File: src/rtl/eth_tx_sched.sv
// Frame scheduler for the shared 10BASE-T transmitter.
// Round-robin grant, inter-frame gap, link pulses and frame watchdog.
module eth_tx_sched #(
  parameter int IFG_BITS     = 96,
  parameter int NLP_PERIOD   = 160000,
  parameter int BUSY_TIMEOUT = 12500,
  parameter int ACK_TICKS    = 4
) (
  input  logic clk,
  input  logic rst,
  input  logic eth_clk_en,
  input  logic req_audio,
  input  logic req_beacon,
  input  logic tx_busy,
  output logic tx_start,
  output logic tx_sel,
  output logic gnt_audio,
  output logic gnt_beacon,
  output logic tx_nlp,
  output logic timeout_err
);

  localparam int NW = $clog2(NLP_PERIOD);
  localparam int M1 = (IFG_BITS > ACK_TICKS) ? IFG_BITS : ACK_TICKS;
  localparam int CMAX = (BUSY_TIMEOUT > M1) ? BUSY_TIMEOUT : M1;
  localparam int CW = $clog2(CMAX + 1);

  localparam logic [NW-1:0] NLP_LAST = NW'(NLP_PERIOD - 1);
  localparam logic [CW-1:0] ACK_LAST = CW'(ACK_TICKS - 1);
  localparam logic [CW-1:0] BSY_LAST = CW'(BUSY_TIMEOUT - 1);
  localparam logic [CW-1:0] IFG_LAST = CW'(IFG_BITS - 1);

  localparam logic [2:0] S_IDLE  = 3'd0;
  localparam logic [2:0] S_START = 3'd1;
  localparam logic [2:0] S_ACK   = 3'd2;
  localparam logic [2:0] S_SEND  = 3'd3;
  localparam logic [2:0] S_GAP   = 3'd4;

  logic [2:0]    state_q, state_d;
  logic [CW-1:0] cnt_q, cnt_d;
  logic [NW-1:0] nlp_cnt_q, nlp_cnt_d;
  logic          tx_start_q, tx_start_d;
  logic          tx_sel_q, tx_sel_d;
  logic          gnt_audio_q, gnt_audio_d;
  logic          gnt_beacon_q, gnt_beacon_d;
  logic          tx_nlp_q, tx_nlp_d;
  logic          err_q, err_d;
  logic          last_q, last_d;
  logic          any_req;
  logic          pick_beacon;

  // last_q = 1 means beacon was granted most recently
  assign any_req     = req_audio | req_beacon;
  assign pick_beacon = req_beacon & (~req_audio | ~last_q);

  always_comb begin
    state_d      = state_q;
    cnt_d        = cnt_q;
    nlp_cnt_d    = nlp_cnt_q;
    tx_start_d   = tx_start_q;
    tx_sel_d     = tx_sel_q;
    gnt_audio_d  = 1'b0;
    gnt_beacon_d = 1'b0;
    tx_nlp_d     = tx_nlp_q;
    err_d        = err_q;
    last_d       = last_q;
    if (eth_clk_en) begin
      tx_nlp_d = 1'b0;
      unique case (state_q)
        S_IDLE: begin
          if (any_req) begin
            tx_sel_d     = pick_beacon;
            last_d       = pick_beacon;
            gnt_beacon_d = pick_beacon;
            gnt_audio_d  = ~pick_beacon;
            tx_start_d   = 1'b1;
            nlp_cnt_d    = '0;
            state_d      = S_START;
          end else if (nlp_cnt_q == NLP_LAST) begin
            tx_nlp_d  = 1'b1;
            nlp_cnt_d = '0;
          end else begin
            nlp_cnt_d = nlp_cnt_q + 1'b1;
          end
        end
        S_START: begin
          tx_start_d = 1'b0;
          cnt_d      = '0;
          state_d    = S_ACK;
        end
        S_ACK: begin
          if (tx_busy) begin
            cnt_d   = '0;
            state_d = S_SEND;
          end else if (cnt_q == ACK_LAST) begin
            err_d   = 1'b1;
            cnt_d   = '0;
            state_d = S_GAP;
          end else begin
            cnt_d = cnt_q + 1'b1;
          end
        end
        S_SEND: begin
          if (!tx_busy) begin
            cnt_d   = '0;
            state_d = S_GAP;
          end else if (cnt_q == BSY_LAST) begin
            err_d   = 1'b1;
            cnt_d   = '0;
            state_d = S_GAP;
          end else begin
            cnt_d = cnt_q + 1'b1;
          end
        end
        S_GAP: begin
          // any busy tick restarts the quiet-line count
          if (tx_busy) begin
            cnt_d = '0;
          end else if (cnt_q == IFG_LAST) begin
            cnt_d   = '0;
            state_d = S_IDLE;
          end else begin
            cnt_d = cnt_q + 1'b1;
          end
        end
        default: begin
          cnt_d   = '0;
          state_d = S_IDLE;
        end
      endcase
    end
  end

  always_ff @(posedge clk) begin
    if (rst) begin
      state_q      <= S_IDLE;
      cnt_q        <= '0;
      nlp_cnt_q    <= '0;
      tx_start_q   <= 1'b0;
      tx_sel_q     <= 1'b0;
      gnt_audio_q  <= 1'b0;
      gnt_beacon_q <= 1'b0;
      tx_nlp_q     <= 1'b0;
      err_q        <= 1'b0;
      last_q       <= 1'b1;
    end else begin
      state_q      <= state_d;
      cnt_q        <= cnt_d;
      nlp_cnt_q    <= nlp_cnt_d;
      tx_start_q   <= tx_start_d;
      tx_sel_q     <= tx_sel_d;
      gnt_audio_q  <= gnt_audio_d;
      gnt_beacon_q <= gnt_beacon_d;
      tx_nlp_q     <= tx_nlp_d;
      err_q        <= err_d;
      last_q       <= last_d;
    end
  end

  assign tx_start    = tx_start_q;
  assign tx_sel      = tx_sel_q;
  assign gnt_audio   = gnt_audio_q;
  assign gnt_beacon  = gnt_beacon_q;
  assign tx_nlp      = tx_nlp_q;
  assign timeout_err = err_q;

endmodule

File: config.mk
export PLATFORM = sky130hd
export DESIGN_NAME = eth_tx_sched
export DESIGN_NICKNAME = d
export VERILOG_FILES = /design/src/rtl/eth_tx_sched.sv
export SDC_FILE = /design/constraint.sdc
export NUM_CORES = 1
export LEC_CHECK = 0
export ABC_AREA = 1
export CAP_MARGIN = 15
export CORE_ASPECT_RATIO = 1.5
export CORE_MARGIN = 2
export CORE_UTILIZATION = 38
export CTS_CLUSTER_DIAMETER = 200
export DETAILED_ROUTE_END_ITERATION = 8
export GPL_TIMING_DRIVEN = 0
export PLACE_DENSITY = 0.62
export SLEW_MARGIN = 20
export SYNTH_ARGS = -nofsm -noshare
export SYNTH_HDL_FRONTEND = slang
export SYNTH_SLANG_ARGS = --single-unit
File: constraint.sdc
create_clock -name clk -period 1.6 [get_ports clk]
set_input_delay 0.32 -clock clk [delete_from_list [all_inputs] [get_ports clk]]
set_output_delay 0.32 -clock clk [all_outputs]
set_load 0.005 [all_outputs]
== Word level (Yosys, flattened, before mapping) ==
Cells that the tools add are included.
Storage, ports and cells
  logic and storage cells: 75
  output and inout port bits: 6
  input port bits: 6
  flip-flop bits (word level): 42
Cells by class
  add/subtract/negate cells: 2
  muxes and demuxes: 27
  equality and inequality tests: 17
  bitwise operators: 9
  reductions and logical operators: 10
Operators with widths (count)
  $mux 14: 6
  $pmux 14 s4: 1
  $mux 18: 2
  $mux 3: 7
  $add 18x1->18 const B: 1
  $eq 18x18->1 const B: 1
  $pmux 3 s5: 1
  $add 14x1->14 const B: 1
  $eq 14x14->1 const B: 1
  $eq 14x2->1 const B: 1
  $eq 14x7->1 const B: 1
  $ne 2x2->1 const B: 7
  $reduce_and 6->1: 2
  $mux 1: 8
  $eq 3x2->1 const B: 2
  $ne 3x3->1 const B: 2
  $not 1->1: 6
  $reduce_and 3->1: 2
  $pmux 1 s2: 2
  $reduce_and 2->1: 2
  $reduce_bool 2->1: 2
  $reduce_or 4->1: 1
  $eq 3x1->1 const B: 1
  $eq 3x3->1 const B: 1
  3 further kinds: 4

== Longest topological paths before layout ==
Gate-level depths: netlist of the first run.
  depth after elaboration: 4
  depth in mapped cells: 11

== Worst setup path after synthesis of the first run ==
Ideal clock, no wire load.
  kind: register to register
  start: register nlp_cnt_q[0]
  end: register nlp_cnt_q[3]
  stages on the path, launching flop included: 11
  arrival time: 1.319 ns
  required time: 1.478 ns
  setup time: 0.122 ns
  buffers on the path: 0
  slack: 0.159 ns
  cells stage by stage: dfxtp_1 ha_1 nand2_1 inv_1 nand2_1 nor2_1 nand3_2 nand2_1 nand2_2 nand2_2 nor3_1
On the way
  longest elaborated chain between the ends: 3
Ends and longest elaborated chain
  from (decl): RTL line 41  | logic [NW-1:0] nlp_cnt_q, nlp_cnt_d;
  from (signal assigned): RTL line 149  | nlp_cnt_q <= nlp_cnt_d;
  $add 18x1->18 or $eq 18x18->1 (tied branches): RTL line 83, 79
  $mux 18 *: RTL line 79  | end else if (nlp_cnt_q == NLP_LAST) begin
  $mux 18 *: RTL line 71  | if (any_req) begin
Mark *: on every way between the ends. The rest lies on a longest branch, timed or not.
A chain may end at the register's enable or synchronous reset.

== Worst setup path in the final report of the first run ==
  start: register tx_sel_q, in the netlist tx_sel
  end: output tx_sel
RTL lines
  from (decl): RTL line 43  | logic tx_sel_q, tx_sel_d;
  from (signal assigned): RTL line 151  | tx_sel_q <= tx_sel_d;
  to (decl): RTL line 16  | output logic tx_sel,
No word-level cell between the ends.

==> results.toml, run 1 <==
[placement]
dp_slack_ps = -420
place.gp.congestion = 0.960
post-dp-hpwl_um = 4680
port_buffers = 10

[sta]
tightest_slew_ps = 590
fin_ws_ps = 114
setup_tns_ps = 0
maxSlewViolCount = 0
relSlewSlack = 0.607
max_freq_mhz = 673
period_minus_slack_ps = 1490
whs_ps = 421
hold_viol_final = 0
finalSetupViolations = 0
clock_skew_ps = 5.32
period_share = 0.929

[synth]
syn_area_um2 = 2470
yosys_warnings = 0
seq_area_frac_synth = 0.340
synth_edf_count = 0
synth.distinct_cells = 34
synthArstFlopShare = 0
syn_inst = 387
synth-seq-cells = 42
synth_flop_cell = "dfxtp_1"
synth_nets = 395
syn_area_per_cell_um2 = 6.39

[pwr]
p_int_mw = 1.64
power_mw = 2.42
seqPwrFrac = 0.468
power_frac_comb = 0.238
sw_frac_of_total = 0.324
clockPowerShare = 0.294
power.density_nw_per_um2 = 825
power.leakage_nw = 1.16
vdd_drop_max_v = 0.000379
power_switching_mw = 0.784

[critical_path]
path_buf_inv = 1
cpLargestDelayFamily = "buffers and inverters"
worstSetupPathType = "register to output pin"
path_max_fanout = 2
required_ps = 1280
cp_cell_sequence = "clkdlybuf4s50_1"
crit_arrival_ps = 1170
slowest_stage = "clkdlybuf4s50_1"
max_stage_delay_ps = 510
endpoint_kind = "output pin"
cp-start-kind = "register"

[floorplanning]
ios = 12
core.rowCount = 36
initial_utilization = 0.387
die_y_um = 103
die-width_um = 69.9
coreArea_um2 = 6400
die_area_um2 = 7180

[clock_network]
htreeDepth = 2
cts_tree = "yes"
cts_root_buffer = "clkbuf_8"
cts_buffers = 5
cts.path.max_buffers = 2
cts.reportedPaths.clkPinSlew_ps = 80
clock_sinks = 42
clock_latency_ps = 290

[routing]
drc = 0
vias = 2450
drt_iter0_markers = 107
drt-total-wl_um = 6230
drtAntennaViolNets = 0
drtPass1Iterations = 4
wl_per_cell_um = 12.9
post_drt_via_cell_ratio = 5.07

[global_route]
grt_pass1_vias = 2335
met3_usage = 0.0274
gr-usage-met2 = 0.360
grt_antenna_before_repair = 0
grt_max_degree = 13
grt_util_met1 = 0.189
grt_pass1_wl_um = 10400
grt_overflow = 0
grt_busiest_layer = "met2"
track_usage = 0.183

[worst_hold_path]
hold_class = "input pin to register"

[finish]
finalNetCount = 414
antenna_cells = 0
final_util = 0.459
syn2layout_area_growth_pct = 18.6
drive_above_1_share = 0.182

[outcome]
status = "finished, final reports clean"

[job]
maxCapViolCount = 0
-- synthesized netlist by cell type (3+ instances only) --
| cell | number | area share |
|---|---|---|
| inv_1 | 52 | 0.079 |
| a21oi_1 | 19 | 0.038 |
| nand2_2 | 3 | 0.0076 |
| nand2_4 | 3 | 0.014 |
| o21ai_0 | 13 | 0.026 |
| dfxtp_1 | 42 | 0.34 |
| nand4_1 | 9 | 0.023 |
| nor2_1 | 57 | 0.087 |
| nand3_1 | 32 | 0.065 |
| nor2_2 | 12 | 0.030 |
| xor2_1 | 3 | 0.011 |
| nor3_1 | 16 | 0.032 |
| nand2_1 | 96 | 0.15 |
-- final timing paths --
path / endpoint / start / depth (start not counted) / slack [ps]
min reg2reg: tx_start / tx_start / 2 / 480
max: tx_sel / tx_sel / 1 / 110
max reg2reg: nlp_cnt_q[10] / nlp_cnt_q[0] / 10 / 130
min: timeout_err / eth_clk_en / 3 / 420
-- state kept, by name, summed over array words and instances, names as in the netlist --
| register | count |
|---|---|
| gnt_audio | 1 |
| tx_sel | 1 |
| tx_nlp | 1 |
| tx_start | 1 |
| nlp_cnt_q | 18 |
| timeout_err | 1 |
| last_q | 1 |
| state_q | 3 |
| cnt_q | 14 |
| gnt_beacon | 1 |
-- cells by family (layout without fill, tap and decap cells) --
family	Yosys count	after routing	synth area share
buf+inv	63	83	0.106
xor+xnor	4	4	0.0142
compound gates	39	39	0.0835
fa+ha+maj	2	2	0.0101
flops	42	42	0.340
simple gates	237	237	0.446
-- power by group through the flow --
stage / clock, mW / sequential [mW] / combinational, mW
6_report: 0.712 / 1.13 / 0.575
5_1_grt: 0.794 / 1.14 / 0.635
2_1_floorplan: 0 / 1.14 / 0.406
3_5_place_dp: 0 / 1.15 / 0.541
3_3_place_gp: 0 / 1.15 / 0.539
4_1_cts: 0.744 / 1.12 / 0.554
-- stage by stage --
stage | cells | cell area, um^2
2_1_floorplan | 387 | 2470
3_3_place_gp | 473 | 2670
3_5_place_dp | 473 | 2670
4_1_cts | 482 | 2800
5_1_grt | 483 | 2930
6_report | 483 | 2930
-- cell usage in the layout, fill, tap and decap left out, drive strengths merged --
cell	instances
a21oi	19
a22oi	1
a31oi	2
buf	4
clkbuf	10
clkdlybuf4s50	10
clkinv	2
dfxtp	42
ha	2
inv	57
nand2	102
nand3	36
nand4	9
nor2	71
nor3	18
nor3b	1
o21a	1
o21ai	14
o22ai	1
o31ai	1
xnor2	1
xor2	3
-- per-layer routing --
metal / routed length [um] / vias up
met5: 0 / -
met3: 151 / 15
li1: - / 1267
met2: 3440 / 44
met4: 198 / 0
met1: 2450 / 1124
-- area by class of cell --
cell class	count	area (um^2)
multi-input cells	282	1510
fillers	678	3460
flip-flops and latches	42	857
repair buffers	12	115
inverters	58	231
plain buffers	5	36.3
clock inverters	1	5.00
well taps	76	95.1
clock buffers	7	86.3
-- repair_timing --
| item | 4_1_cts | 5_1_grt |
|---|---|---|
| pin swaps | 2 | 8 |
| endpoints found under the setup margin | 30 | 33 |
| buffers inserted | 1 | 1 |
| gates cloned | 0 | 0 |
| hold buffers | 0 | 0 |
| gates resized for setup | 9 | 38 |
(Power assumes the default switching activity.)
==> inputs of run 2 (changes only) <==
- ABC_AREA: 1 -> unset
- MAX_ROUTING_LAYER: unset -> met4
==> results.toml, run 2 <==
[floorplanning]
coreArea_um2 = 5490
die_y_um = 96.6
core.rowCount = 33
die-width_um = 65.7
initial_utilization = 0.395
die_area_um2 = 6350
ios = 12

[sta]
finalSetupViolations = 37
clock_skew_ps = 9.91
tightest_slew_ps = 727
max_freq_mhz = 439
fin_ws_ps = -676
relSlewSlack = 0.511
hold_viol_final = 0
grt_setup_unrepaired = "true"
setup_tns_ps = -13270
period_share = 1.42
maxSlewViolCount = 0
period_minus_slack_ps = 2280

[global_route]
track_usage = 0.201
grt_max_degree = 15
grt_pass1_wl_um = 9390
grt_pass1_vias = 2051
grt_overflow = 0
grt_antenna_before_repair = 0

[critical_path]
reg2reg_depth = 6
crit_start = "cnt_q[12]"
r2r_start = "cnt_q[12]"
reg2reg_slack_ps = -680
cp-start-kind = "register"
cp_cell_sequence = "or4_4 -> or3_4 -> a32o_2 -> o41ai_4 -> buf_6 -> nor2_2"
required_ps = 1790
slowest_stage = "or4_4"
endpoint_kind = "register"
r2r-end = "cnt_q[13]"
crit_end = "cnt_q[13]"
crit_arrival_ps = 2460
max_stage_delay_ps = 540
worstSetupPathType = "register to register"
path_max_fanout = 5

[finish]
drive_above_1_share = 0.357
antenna_cells = 0
regMostFlops = "nlp_cnt_q"
layout_commonest_cell = "dfxtp_1"
largest_reg_flops = 18
fin_cells = 378
final_cell_area_um2 = 3000
syn2layout_area_growth_pct = 38.0
layout_common_cells = "dfxtp_1, nand2_1, nor2_1"
finalNetCount = 315
reg_top3 = "nlp_cnt_q x18, cnt_q x14, state_q x3"
final_util = 0.545
fillers = 518

[job]
maxCapViolCount = 0

[synth]
syn_inst = 262
synth_common_cells = "dfxtp_1, nor2_1, nand2_1"
syn_area_um2 = 2170
synth_edf_count = 0
synth_nets = 270
seq_area_frac_synth = 0.387
post-synth-top-area-cell = "dfxtp_1"
yosys_warnings = 0
synthArstFlopShare = 0
synth_top_cell_area_share = 0.387
synth.distinct_cells = 52
synth_area_leaders = "dfxtp_1, nor2_1, xor2_1"
synth_flop_cell = "dfxtp_1"
syn_area_per_cell_um2 = 8.29
synth_most_common_cell = "dfxtp_1"
synth-seq-cells = 42

[pwr]
power_mw = 2.10
vdd_drop_max_v = 0.000414
power.leakage_nw = 1.04
power.density_nw_per_um2 = 702

[routing]
drt_iter0_markers = 83
wl_per_cell_um = 15.4
drt-total-wl_um = 5820
drtPass1Iterations = 4
vias = 2068
drc = 0
post_drt_via_cell_ratio = 5.47
drtAntennaViolNets = 0

[placement]
port_buffers = 10
placed_cells_incl_taps = 342
postPlaceCellArea_um2 = 2450
post-dp-hpwl_um = 3730
place.gp.congestion = 0.837

[worst_hold_path]
hold_class = "input pin to register"

[clock_network]
cts.reportedPaths.clkPinSlew_ps = 80
htreeDepth = 2
clock_sinks = 42
cts_root_buffer = "clkbuf_8"
cts_buffers = 5
cts_tree = "yes"
postCtsHoldBufs = 0
cts.path.max_buffers = 2
clock_latency_ps = 300

[outcome]
violations = "negative setup slack"
status = "finished with violations"
run 2: cell types whose count changed in the layout (fill, tap and decap cells not counted), moves of 9 or more:
cell / change
a21oi_1: -10
buf_4: +19
inv_1: -43
nand2_1: -70
nand3_1: -17
nor2_1: -27
nor3_1: -9
run 2: layer usage:
layer	routed length, um	GRT usage	up-vias
met5	0	-	-
met4	78	0.0764	0
met3	111	0.0324	7
met2	3370	0.387	25
met1	2270	0.198	1014
li1	-	-	1022
run 2: worst min-delay path by stage:
| stage | start | to | depth (start not counted) |
|---|---|---|---|
| 4_1_cts | rst | nlp_cnt_q[11] | 2 |
| 3_3_place_gp | tx_nlp | tx_nlp | 2 |
| 3_5_place_dp | timeout_err | timeout_err | 2 |
| 5_1_grt | eth_clk_en | tx_nlp | 3 |
| 2_1_floorplan | nlp_cnt_q[1] | nlp_cnt_q[1] | 2 |
| 6_report | eth_clk_en | tx_nlp | 3 |
run 2: repair_timing:
action	4_1_cts	5_1_grt
pin swaps	30	30
cloned	2	0
endpoints found under the setup margin	41	41
resized for setup	42	27
setup buffers	22	5
run 2: worst max-delay path, delay by kind of cell (launching register included):
kind	cells	cell delay, ps
buffers and inverters	1	190
flip-flops	1	340
AND/OR/NAND/NOR	3	930
AO/OA/AOI/OAI	2	700
run 2: area by class of cell:
cell class              instances  area, um^2  share of cell area
inverters                       9        37.5              0.0125
repair buffers                 39         343               0.114
well taps                      70        87.6              0.0292
multi-input cells             203        1530               0.510
flip-flops and latches         42         855               0.285
plain buffers                   7        53.8              0.0180
clock buffers                   5        68.8              0.0230
clock inverters                 3        21.3             0.00710
run 2: kinds of logic (layout without fill, tap and decap cells):
| family | after synthesis | count (layout) | share of synthesized area |
|---|---|---|---|
| multiplexers | 1 | 1 | 0.00461 |
| XOR/XNOR | 21 | 21 | 0.0847 |
| buffers and inverters | 17 | 63 | 0.0334 |
| adder cells (fa/ha/maj) | 2 | 2 | 0.0115 |
| AO/OA/AOI/OAI | 41 | 41 | 0.135 |
| AND/OR/NAND/NOR | 138 | 138 | 0.344 |
| flip-flops | 42 | 42 | 0.387 |
run 2: power breakdown:
group	leakage (nW)	internal, mW	switching [mW]	total, mW
Sequential	0.344	1.06	0.0121	1.07
Combinational	0.652	0.156	0.178	0.334
Clock	0.0441	0.307	0.390	0.697
run 2: through the flow:
| step | hold slack, ps | setup slack, ps |
|---|---|---|
| after floorplan | 462 | -579 |
| after global placement | 476 | -841 |
| after detailed placement | 471 | -842 |
| after CTS | 445 | -705 |
| after global routing | 456 | -720 |
| final | 446 | -676 |
